--- config.mk ---
export PLATFORM = sky130hd
export DESIGN_NAME = rtc_bus_cycle_driver
export DESIGN_NICKNAME = d
export VERILOG_FILES = /design/src/rtl/rtc_bus_cycle_driver.sv
export SDC_FILE = /design/constraint.sdc
export NUM_CORES = 1
export LEC_CHECK = 0
export ABC_CLOCK_PERIOD_IN_PS = 1700
export BUFFER_PORTS_ARGS = -buffer_cell sky130_fd_sc_hd__buf_2
export CORE_ASPECT_RATIO = 1.1
export CORE_MARGIN = 2
export CORE_UTILIZATION = 40
export DETAILED_ROUTE_END_ITERATION = 10
export HOLD_SLACK_MARGIN = 0.12
export PLACE_DENSITY = 0.64
export REMOVE_ABC_BUFFERS = 1
export SYNTH_ARGS = -nofsm -noshare
export SYNTH_HDL_FRONTEND = slang
export SYNTH_SLANG_ARGS = --single-unit
--- constraint.sdc ---
create_clock -name clk -period 1.7 [get_ports clk]
set_clock_uncertainty 0.2 [all_clocks]
set_input_delay 0.17 -clock clk [delete_from_list [all_inputs] [get_ports clk]]
set_output_delay 0.17 -clock clk [all_outputs]
set_load 0.05 [all_outputs]
--- src/rtl/rtc_bus_cycle_driver.sv ---
// RTC multiplexed address/data bus cycle driver: turns the timing counter's phase
// index into cs_n/rd_n/wr_n/a_d/AD pad activity for one register read or write.
module rtc_bus_cycle_driver #(
    parameter int unsigned DATA_W     = 8,
    parameter logic [3:0]  CAPTURE_PH = 4'd7,
    parameter logic [3:0]  LAST_PH    = 4'd11
) (
    input  logic              clk,
    input  logic              reset,
    input  logic              start,
    input  logic              op_rd,
    input  logic [DATA_W-1:0] addr,
    input  logic [DATA_W-1:0] wr_data,
    input  logic [3:0]        phase,
    input  logic [DATA_W-1:0] ad_in,
    output logic [DATA_W-1:0] ad_out,
    output logic              ad_oe,
    output logic              cs_n,
    output logic              rd_n,
    output logic              wr_n,
    output logic              a_d,
    output logic [DATA_W-1:0] rd_data,
    output logic              busy,
    output logic              done,
    output logic              abort
);

    typedef enum logic [1:0] {IDLE, ARM, RUN} state_t;

    typedef struct packed {
        logic              cs_n;
        logic              rd_n;
        logic              wr_n;
        logic              a_d;
        logic              oe;
        logic [DATA_W-1:0] ad;
    } pins_t;

    state_t            state;
    logic [3:0]        phase_q;
    pins_t             pins_q;
    logic              cmd_rd;
    logic [DATA_W-1:0] cmd_addr;
    logic [DATA_W-1:0] cmd_data;

    logic enter_zero;
    logic cycle_end;
    logic cycle_bad;
    logic capture_now;

    function automatic pins_t idle_pins();
        pins_t p;
        p.cs_n = 1'b1;
        p.rd_n = 1'b1;
        p.wr_n = 1'b1;
        p.a_d  = 1'b1;
        p.oe   = 1'b0;
        p.ad   = '0;
        return p;
    endfunction

    function automatic pins_t run_pins(input logic [3:0]        ph,
                                       input logic              rd,
                                       input logic [DATA_W-1:0] a,
                                       input logic [DATA_W-1:0] d);
        pins_t p;
        // NOTE: every field is defaulted before the case, so no path can leave a field unassigned (no latch).
        p     = idle_pins();
        p.a_d = 1'b0;
        case (ph)
            4'd1, 4'd2: begin
                p.cs_n = 1'b0;
                p.wr_n = 1'b0;
                p.oe   = 1'b1;
                p.ad   = a;
            end
            4'd3: begin
                p.oe = 1'b1;
                p.ad = a;
            end
            4'd4: p.a_d = 1'b1;
            4'd5, 4'd7: begin
                p.cs_n = 1'b0;
                p.a_d  = 1'b1;
                p.oe   = !rd;
                p.ad   = rd ? '0 : d;
            end
            4'd6: begin
                p.cs_n = 1'b0;
                p.a_d  = 1'b1;
                p.oe   = !rd;
                p.ad   = rd ? '0 : d;
                p.rd_n = !rd;
                p.wr_n = rd;
            end
            4'd8: begin
                p.a_d = 1'b1;
                p.oe  = !rd;
                p.ad  = rd ? '0 : d;
            end
            4'd9: p.a_d = 1'b1;
            default: ;
        endcase
        // The RTC owns the AD lines while rd_n is low; never fight it.
        if (!p.rd_n) begin
            p.oe = 1'b0;
            p.ad = '0;
        end
        return p;
    endfunction

    assign enter_zero  = (phase == 4'd0) && (phase_q != 4'd0);
    assign cycle_end   = (phase == 4'd0) && (phase_q == LAST_PH);
    assign cycle_bad   = (enter_zero && !cycle_end) || (phase > LAST_PH);
    assign capture_now = cmd_rd && (phase == CAPTURE_PH) && (phase_q != CAPTURE_PH);

    // NOTE: non-blocking assignments throughout, so every register samples pre-edge values.
    always_ff @(posedge clk) begin
        if (reset) begin
            state    <= IDLE;
            phase_q  <= 4'd0;
            pins_q   <= idle_pins();
            rd_data  <= '0;
            busy     <= 1'b0;
            done     <= 1'b0;
            abort    <= 1'b0;
            cmd_rd   <= 1'b0;
            cmd_addr <= '0;
            cmd_data <= '0;
        end else begin
            phase_q <= phase;
            done    <= 1'b0;
            abort   <= 1'b0;
            case (state)
                IDLE: begin
                    pins_q <= idle_pins();
                    if (start) begin
                        state    <= ARM;
                        busy     <= 1'b1;
                        cmd_rd   <= op_rd;
                        cmd_addr <= addr;
                        cmd_data <= wr_data;
                    end
                end
                ARM: begin
                    pins_q <= idle_pins();
                    if (enter_zero) state <= RUN;
                end
                RUN: begin
                    if (cycle_end) begin
                        state  <= IDLE;
                        busy   <= 1'b0;
                        done   <= 1'b1;
                        pins_q <= idle_pins();
                    end else if (cycle_bad) begin
                        state  <= IDLE;
                        busy   <= 1'b0;
                        abort  <= 1'b1;
                        pins_q <= idle_pins();
                    end else begin
                        pins_q <= run_pins(phase, cmd_rd, cmd_addr, cmd_data);
                        if (capture_now) rd_data <= ad_in;
                    end
                end
                default: state <= IDLE;
            endcase
        end
    end

    assign cs_n   = pins_q.cs_n;
    assign rd_n   = pins_q.rd_n;
    assign wr_n   = pins_q.wr_n;
    assign a_d    = pins_q.a_d;
    assign ad_oe  = pins_q.oe;
    assign ad_out = pins_q.ad;

endmodule

==> results.json <==
{
  "status": "finished clean",
  "largest_area_contributor_in_the_synthesized_netlist": "dfxtp_1",
  "worst-slew-pin-transition_ns": 0.594,
  "die-height_um": 78.2,
  "finalWorstSetupSlack_ns": 0.00191,
  "vias_per_cell": 4.96,
  "htree_num_levels": 2,
  "post_synth_most_frequent_cells": "47 x dfxtp_1, 46 x nand2_1, 21 x a21oi_1, 16 x nor2_1",
  "floorplan.rows": 27,
  "hold_class": "input pin to flop",
  "r2r_slack_ns": 0.002,
  "final_core_utilization_pct": 58.6,
  "portBuffers": 55,
  "synth_cells": 218,
  "p_leak_nw": 1.17,
  "gr-max-usage-layer": "met2",
  "max-vdd-ir-drop_v": 0.000413,
  "grt_start_max_net_pins": 32,
  "cts_inserted_buffers": 5,
  "yosysWarningCount": 0,
  "synth-edff-count": 0,
  "clock_latency_ns": 0.29,
  "num_vias": 1866,
  "synth.area.top_cells": "dfxtp_1 47%, nand2_1 8.6%, a21oi_1 5.2%",
  "final.setup.tns_ns": 0,
  "yosysUniqueCellTypes": 47,
  "multi_input_comb_area_um2": 1040,
  "layout.cell_area.non_filler_um2": 2890,
  "final.min_clock_period_ns": 1.70,
  "ys.flop_type": "dfxtp_1",
  "ctsRootBufferMaster": "clkbuf_8",
  "clk_pin_slew_worst_paths_ns": 0.08,
  "startpoint_type": "flop",
  "antenna_cells": 0,
  "dpl-instance-area_um2": 2470,
  "critical-path-slowest-cell": "dfxtp_2",
  "syn_area_um2": 2000,
  "slew_limit_fails": 0,
  "gp_congestion": 0.729,
  "detail_route.first_pass.iterations": 4,
  "use_met2_pct": 33.3,
  "initial_core_util_pct": 40.6,
  "fin_crit_sh_pct": 99.9,
  "detail_route.wirelength_mm": 4.81,
  "routed_wire_length_per_instance_um": 12.8,
  "finish.net_count": 349,
  "core_area_um2": 4930,
  "preCtsSetupSlack_ns": -0.0904,
  "worst_r2r_endpoint": "ad_out[5]$_SDFFE_PP0P_",
  "first_global_vias": 1885,
  "tritoncts": "yes",
  "boundaryPins": 56,
  "dp_hpwl_mm": 3.27,
  "drive_gt1_share_pct": 33.3,
  "max_cap_viol_count": 0,
  "dieArea_um2": 5590,
  "timing.critical_path.arrival_ns": 1.70,
  "route.antenna.remaining_nets": 0,
  "worst_hold_path.num_cells": 4,
  "required_time_at_the_worst_slack_endpoint_ns": 1.70,
  "synth_most_common_cell": "dfxtp_1",
  "gr-usage-met3_pct": 2.05,
  "power_density_nw_per_um2": 723,
  "critPathMaxFanout": 7,
  "crit_family": "compound AO/OA/AOI/OAI gates",
  "r2r_start": "phase_q[0]$_SDFF_PP0_",
  "worst_path_largest_cell_delay_ns": 0.33,
  "crit_path_cell_trace": "nor4_2, buf_4, o2111ai_4, a31o_4, a221oi_2",
  "detail_route.iter0.violations": 103,
  "synth.top_cell.area_share_pct": 46.9,
  "syn2layout_area_growth_pct": 44.3,
  "totalPowerFinal_w": 0.00209,
  "chipWidth_um": 71.5,
  "min_to": "wr_n$_SDFFE_PP1P_",
  "worstSetupEndpointType": "flop",
  "final-hold-violation-count": 0,
  "synthesis.area_per_instance_um2": 9.19,
  "reg2regPathDepth": 5,
  "cts_num_sinks": 47,
  "drcViolationCount": 0,
  "register_area_um2": 945,
  "track_usage_pct": 18.3,
  "overflow": 0,
  "clockBufferDepth": 2,
  "path_class": "flop to flop",
  "postSynthRegisterBits": 47,
  "async_flop_share_pct": 0,
  "slew_headroom_pct": 60.4,
  "grt_antenna_before_repair": 0,
  "number_of_fillers_in_the_final_layout": 442,
  "cp_num_buf_inv": 1,
  "setup_viol": 0,
  "gr-usage-met1_pct": 22.0,
  "synth.yosys.seq_area_share_pct": 46.9,
  "fmaxAchievable_ghz": 0.589,
  "rsz0062_at_grt": "yes",
  "worst_hold_startpoint": "phase[3]",
  "grt_first_pass_wirelength_mm": 8.37
}
where the power goes:
group	switching, W	internal, W	total (W)
Clock	0.000354	0.000289	0.000643
Sequential	0.0000221	0.00114	0.00116
Combinational	0.000143	0.000146	0.000289
worst register-to-register path: stages (launching register included):
cell and delay [ns]:
dfxtp_2 0.33, nor4_2 0.26, buf_4 0.17, o2111ai_4 0.11, a31o_4 0.28, a221oi_2 0.26
routing by layer:
layer / vias up / routed length (um)
li1: 961 / -
met1: 865 / 2130
met2: 31 / 2450
met3: 9 / 145
met4: 0 / 83
met5: - / 0
cells in the final DEF, fill, tap and decap left out, types with 2 or more instances in the layout:
cell and instances:
mux2i_1 6, or3_1 2, nand2b_1 3, nand3b_1 3, nand3_1 7, nor2b_1 2
clkbuf_8 5, dlygate4sd3_1 29, inv_1 3, o21ai_0 3, a221oi_2 7, nand2_1 46
clkbuf_1 2, buf_12 2, buf_4 18, dfxtp_1 44, and2_1 2, nor2_1 16
mux2i_2 2, buf_2 55, a21oi_1 21, dfxtp_2 3, a21boi_0 7
sequential cells by signal (all words and copies together) (netlist names), 2 cells and up:
| name | cells |
|---|---|
| ad_out | 8 |
| cmd_addr | 8 |
| cmd_data | 8 |
| phase_q | 4 |
| rd_data | 8 |
| state | 2 |
final cells by class:
cell class / count / area share (%)
clock buffer: 7 / 2.64
sequential: 47 / 32.7
timing repair buffer: 104 / 25.6
multi-input combinational: 155 / 35.9
tap: 58 / 2.51
clock inverter: 1 / 0.173
inverter: 4 / 0.519
timing repair:
action,CTS,global route
hold buffers,29,0
buffers inserted,1,0
pin swaps,0,2
gates resized for setup,4,6
endpoints found under the setup margin,3,18
hold endpoints to repair,29,0
how the worst max path moves through the flow:
stage                             end  slack, ns                  start  cells past startpoint
3_5_place_dp        busy$_SDFFE_PP0P_      -0.09               phase[3]                      6
6_report       ad_out[5]$_SDFFE_PP0P_      0.002  phase_q[0]$_SDFF_PP0_                      5
3_3_place_gp         a_d$_SDFFE_PP1P_       -0.1  phase_q[0]$_SDFF_PP0_                      6
4_1_cts        ad_out[5]$_SDFFE_PP0P_     -0.005  phase_q[0]$_SDFF_PP0_                      5
2_1_floorplan  ad_out[0]$_SDFFE_PP0P_      -0.01  phase_q[0]$_SDFF_PP0_                      4
5_1_grt        ad_out[5]$_SDFFE_PP0P_      -0.07  phase_q[0]$_SDFF_PP0_                      5
metrics by stage:
step,cells,hold slack (ns)
after floorplan,206,0.0362
after global placement,338,0.208
after detailed placement,338,0.217
after CTS,376,0.125
after global routing,376,0.164
final,376,0.145
logic make-up (layout without fill, tap and decap cells):
group	Yosys count	in the layout	synth area share [%]
AO/OA/AOI/OAI	52	52	20.7
multiplexers	8	8	4.00
buffers and inverters	16	116	3.18
XOR/XNOR	1	1	0.437
AND/OR/NAND/NOR	94	94	24.8
flip-flops	47	47	46.9
(Power assumes the default switching activity.)
